**config.mk**
```make
export PLATFORM = sky130hd
export DESIGN_NAME = sprite_compositor
export DESIGN_NICKNAME = d
export VERILOG_FILES = /design/src/rtl/sprite_compositor.sv
export SDC_FILE = /design/constraint.sdc
export NUM_CORES = 1
export LEC_CHECK = 0
export CORE_ASPECT_RATIO = 1.2
export CORE_UTILIZATION = 45
export CTS_CLUSTER_DIAMETER = 60
export DETAILED_ROUTE_END_ITERATION = 12
export PLACE_DENSITY = 0.72
export SLEW_MARGIN = 10
export SYNTH_ARGS = -nofsm -noshare
export SYNTH_HDL_FRONTEND = slang
export SYNTH_SLANG_ARGS = --single-unit
```
**constraint.sdc**
```tcl
create_clock -name i_clk -period 2.89 [get_ports i_clk]
set_input_delay 0.578 -clock i_clk [delete_from_list [all_inputs] [get_ports i_clk]]
set_output_delay 0.578 -clock i_clk [all_outputs]
set_load 0.03 [all_outputs]
```
**src/rtl/sprite_compositor.sv**
```systemverilog
// Sprite compositor: hit-tests one sprite per pixel, fetches its colour index
// from the external sprite ROM, resolves it through the shadowed palette and
// composites over the background. Fixed 3-cycle latency, one pixel per cycle.
module sprite_compositor #(
    parameter int SPR_W  = 64,
    parameter int SPR_H  = 64,
    parameter int X_W    = 10,
    parameter int Y_W    = 10,
    parameter int ADDR_W = 12
) (
    input  logic              i_clk,
    input  logic              i_rst_n,
    input  logic              i_frame_start,
    input  logic [X_W-1:0]    i_sprite_x,
    input  logic [Y_W-1:0]    i_sprite_y,
    input  logic              i_flip,
    input  logic              i_visible,
    input  logic [383:0]      i_palette,
    input  logic              i_pix_valid,
    input  logic [X_W-1:0]    i_pix_x,
    input  logic [Y_W-1:0]    i_pix_y,
    input  logic [23:0]       i_bg_rgb,
    output logic [ADDR_W-1:0] o_rom_addr,
    input  logic [3:0]        i_rom_idx,
    output logic              o_pix_valid,
    output logic [23:0]       o_rgb,
    output logic              o_hit,
    output logic [ADDR_W:0]   o_hit_count
);

    localparam int RX_W  = $clog2(SPR_W);
    localparam int RY_W  = ADDR_W - RX_W;
    localparam int CNT_W = ADDR_W + 1;

    // Shadow copies of the sprite configuration, only updated in blanking.
    logic              sh_visible;
    logic [X_W-1:0]    sh_x;
    logic [Y_W-1:0]    sh_y;
    logic              sh_flip;
    logic [383:0]      sh_palette;

    // Stage 0 (combinational on the incoming pixel).
    logic [X_W:0]      px_e, sx_e, sx_end;
    logic [Y_W:0]      py_e, sy_e, sy_end;
    logic              in_box0;
    logic [RX_W-1:0]   rx_lo, rx_f;
    logic [RY_W-1:0]   ry_lo;
    logic [ADDR_W-1:0] addr0;

    // Stage 1 / stage 2 pipeline registers.
    logic              s1_valid, s1_inbox;
    logic [23:0]       s1_bg;
    logic              s2_valid, s2_inbox;
    logic [23:0]       s2_bg;

    // Stage 2 resolution.
    logic [23:0]       pal [16];
    logic              opaque2;
    logic [23:0]       colour2;

    // Hit counter.
    logic [CNT_W-1:0]  running;
    logic [CNT_W-1:0]  running_inc;

    // Latch the sprite configuration at frame start.
    always_ff @(posedge i_clk) begin
        if (!i_rst_n) begin
            sh_visible <= 1'b0;
            sh_x       <= '0;
            sh_y       <= '0;
            sh_flip    <= 1'b0;
            sh_palette <= '0;
        end else if (i_frame_start) begin
            sh_visible <= i_visible;
            sh_x       <= i_sprite_x;
            sh_y       <= i_sprite_y;
            sh_flip    <= i_flip;
            sh_palette <= i_palette;
        end
    end

    // Hit test and ROM address; bounds use one extra bit so the box never wraps.
    always_comb begin
        px_e    = {1'b0, i_pix_x};
        sx_e    = {1'b0, sh_x};
        sx_end  = sx_e + (X_W+1)'(SPR_W);
        py_e    = {1'b0, i_pix_y};
        sy_e    = {1'b0, sh_y};
        sy_end  = sy_e + (Y_W+1)'(SPR_H);
        in_box0 = sh_visible & i_pix_valid &
                  (px_e >= sx_e) & (px_e < sx_end) &
                  (py_e >= sy_e) & (py_e < sy_end);
        // Only the low bits of the offsets matter inside the box.
        rx_lo   = RX_W'(i_pix_x) - RX_W'(sh_x);
        ry_lo   = RY_W'(i_pix_y) - RY_W'(sh_y);
        // SPR_W-1-rx is the bitwise complement for a power-of-two width.
        rx_f    = sh_flip ? ~rx_lo : rx_lo;
        addr0   = {ry_lo, rx_f};
    end

    // Stage 1: present the ROM address and carry pixel context.
    always_ff @(posedge i_clk) begin
        if (!i_rst_n) begin
            s1_valid   <= 1'b0;
            s1_inbox   <= 1'b0;
            s1_bg      <= '0;
            o_rom_addr <= '0;
        end else begin
            s1_valid   <= i_pix_valid;
            s1_inbox   <= in_box0;
            s1_bg      <= i_bg_rgb;
            o_rom_addr <= in_box0 ? addr0 : '0;
        end
    end

    // Stage 2 context, aligned with the ROM read data.
    always_ff @(posedge i_clk) begin
        if (!i_rst_n) begin
            s2_valid <= 1'b0;
            s2_inbox <= 1'b0;
            s2_bg    <= '0;
        end else begin
            s2_valid <= s1_valid;
            s2_inbox <= s1_inbox;
            s2_bg    <= s1_bg;
        end
    end

    // Unpack the shadow palette into 16 entries.
    always_comb begin
        for (int k = 0; k < 16; k++) begin
            pal[k] = sh_palette[24*k +: 24];
        end
    end

    // Resolve the colour index; index 0 is transparent.
    always_comb begin
        opaque2 = s2_valid & s2_inbox & (i_rom_idx != 4'd0);
        colour2 = opaque2 ? pal[i_rom_idx] : s2_bg;
    end

    // Output register; colour and hit are forced low between strobes.
    always_ff @(posedge i_clk) begin
        if (!i_rst_n) begin
            o_pix_valid <= 1'b0;
            o_rgb       <= '0;
            o_hit       <= 1'b0;
        end else begin
            o_pix_valid <= s2_valid;
            o_rgb       <= s2_valid ? colour2 : '0;
            o_hit       <= opaque2;
        end
    end

    assign running_inc = (o_hit && (running != {CNT_W{1'b1}})) ? running + 1'b1 : running;

    // Saturating per-frame hit count; the frame-start cycle's own hit is included.
    always_ff @(posedge i_clk) begin
        if (!i_rst_n) begin
            running     <= '0;
            o_hit_count <= '0;
        end else if (i_frame_start) begin
            o_hit_count <= running_inc;
            running     <= '0;
        end else begin
            running     <= running_inc;
        end
    end

endmodule

```
==> results.cfg <==
[synth]
yosysWarnings = 0
syn_area_um2 = 22800
synth_top_cells_by_area = dfxtp_1, mux2i_1, nor2b_1
synth_seq_cells = 522
ys_async_sr_fraction_pct = 0
synth_cells = 1986
syn-mean-instance-area_um2 = 11.5
seq_area_frac_synth_pct = 45.9
synth-edff-count = 0
synth_cell_types = 54
syn_nets = 2477
synth_top_cell_area_share_pct = 45.9
synth_ff_type = dfxtp_1
yosysTopAreaCell = dfxtp_1

[route]
ant_nets = 0
drt_iter0_markers = 871
dr.pass1.iters = 6
dr_total_vias = 16274
wl_per_cell_um = 21.8
routed_wl_um = 68600
routed_via_density = 5.17
drc = 0

[critical_path]
crit_buf_inv = 1
rr_startpoint = sh_x[1]$_SDFFE_PN0P_
slowest_stage = a211oi_2
cp-end-kind = register
rr_endpoint = o_rom_addr[4]$_SDFF_PN0_
critPathLaunchType = register
critPathMaxFanout = 13
rrSetupSlack_ns = 0.42
cp_cell_sequence = inv_1 > ha_1 > nor2b_1 > o21a_1 > o2111ai_1 > a211oi_2 > nor4b_1
critical_path_depth = 7
path_class = register to register
cp_data_arrival_time_ns = 2.90
cpPeakStageDelay_ns = 0.97
ff2ff_path_depth = 7
cp_top_family = compound AO/OA/AOI/OAI gates
worstPathRequired_ns = 3.31

[sta]
tns_ns = 0
period_needed_ns = 2.47
worst_slack_ns = 0.418
finalHoldViolCount = 0
relSlewSlack_pct = 24.8
min_period_over_period_pct = 85.6
setup_violations = 0
finalMaxSlewViolations = 0
fmax_mhz = 404
grt_setup_unrepaired = false
fin_skew_ns = 0.0220
worstMarginPinSlew_ns = 1.13

[clocking]
cts_buffer_depth = 3
clk_pin_slew_worst_paths_ns = 0.06
cts_resized = 0
cts_buffers = 54
ctsHoldBuffers = 0
postCtsSetupBuffers = 0
tritoncts = yes
clock_latency_ns = 0.60
clock-root-buffer = clkbuf_16
cts.sinks = 522
ctsHtreeMaxLevel = 2

[grt]
antenna_found_initial = 18
gr-usage-all-layers_pct = 26.4
grt_pass1_vias = 17424
grt_max_degree = 187
grt_first_pass_wirelength_um = 104000
gr-total-overflow = 0

[pwr]
finalPower_mw = 17.6
power_density_nw_per_um2 = 576
p_leak_nw = 12.4
ir_worst_vdd_v = 0.000456

[floorplanning]
die-area_um2 = 51500
pin_count = 509
die_h_um = 248
core_area_um2 = 49600
die_w_um = 207
rows = 89
start_util_pct = 45.9

[worst_hold_path]
whs_endpoint = s1_valid$_SDFF_PN0_
hold_path_depth = 2
hp-class = primary input to register
min_from = i_rst_n

[layout]
final_common_cell = dfxtp_1
layout_common_cells = dfxtp_1, clkdlybuf4s50_1, mux2i_1, nor2b_1, mux4_2
area_growth_pct = 34.0
drive_above_1_share_pct = 10.3
layout.nets = 2949
fin_area_um2 = 30500

[placement]
dp_slack_ns = -0.179
port_buffers = 508
detailed_place_hpwl_um = 51300
globalplace.congestion = 0.896
placed_area_um2 = 28600

[run]
maxCapViolCount = 0

[run_status]
status = completed
-- power by group --
part           switching [mW]  internal (mW)
Clock                    2.92           4.51
Sequential              0.197           7.58
Combinational           0.982           1.39
Total                    4.10           13.5
-- how the worst max path moves through the flow --
stage	start	end
finish	sh_x[1]$_SDFFE_PN0P_	o_rom_addr[4]$_SDFF_PN0_
global route	sh_x[1]$_SDFFE_PN0P_	o_rom_addr[2]$_SDFF_PN0_
CTS	sh_x[1]$_SDFFE_PN0P_	o_rom_addr[4]$_SDFF_PN0_
detailed placement	i_pix_x[1]	o_rom_addr[4]$_SDFF_PN0_
global placement	i_pix_x[1]	o_rom_addr[5]$_SDFF_PN0_
floorplan	i_pix_x[0]	o_rom_addr[0]$_SDFF_PN0_
-- cells in the mapped netlist, drive strengths merged (4+ instances only) --
cell type / instances
buf: 71
xnor2: 16
dfxtp: 522
nand2: 14
nor2: 46
a21oi: 39
ha: 31
mux2i: 458
o21ai: 39
mux4: 96
nand2b: 5
nor4: 10
and2: 55
inv: 28
a211oi: 4
nand4: 4
nand3: 12
nor3: 6
xor2: 8
nor2b: 409
clkbuf: 70
-- sequential cells by signal, summed over array words and instances, names as in the netlist --
register,flops
o_hit,1
o_hit_count,13
o_pix_valid,1
o_rgb,24
o_rom_addr,12
running,13
s1_bg,24
s1_inbox,1
s1_valid,1
s2_bg,24
s2_inbox,1
s2_valid,1
sh_flip,1
sh_palette,384
sh_visible,1
sh_x,10
sh_y,10
-- logic make-up after synthesis --
family                     share of synthesized area, %
DFF                                                45.9
xor gates and xnor gates                          0.923
adders and majority gates                          1.88
AOI/OAI and AO/OA                                  3.03
muxes                                              29.6
buffers and inverters                              3.27
and+or+nand+nor                                    15.4
-- metal layers --
metal	global-route usage (%)	wire length [µm]	vias up
li1	-	-	7861
met3	6.09	3790	129
met5	0	80	-
met1	29.5	27000	7845
met2	47.4	35200	429
met4	12.5	2560	10
-- per-stage QoR --
step	cells	hold WS, ns	utilization (%)
after global routing	3150	0.236	61.6
after global placement	3039	0.414	57.6
final	3150	0.259	61.6
after CTS	3138	0.213	61.5
after detailed placement	3039	0.418	57.6
after floorplan	1986	0.412	-
-- worst register-to-register path: stages, from the launching register on --
cell       delay, ns
dfxtp_1         0.38
inv_1           0.06
ha_1            0.28
nor2b_1         0.13
o21a_1          0.20
o2111ai_1       0.15
a211oi_2        0.97
nor4b_1         0.14
-- final cells by class --
cell class | count | area [µm²]
sequential | 522 | 10500
inverter | 28 | 105
tap | 637 | 797
clock inverter | 16 | 209
multi-input combinational | 1295 | 11600
fill | 4039 | 19000
antenna | 12 | 30.0
clock buffer | 83 | 1710
timing repair buffer | 557 | 5630
Note: power is estimated with default switching activity, not from simulation.
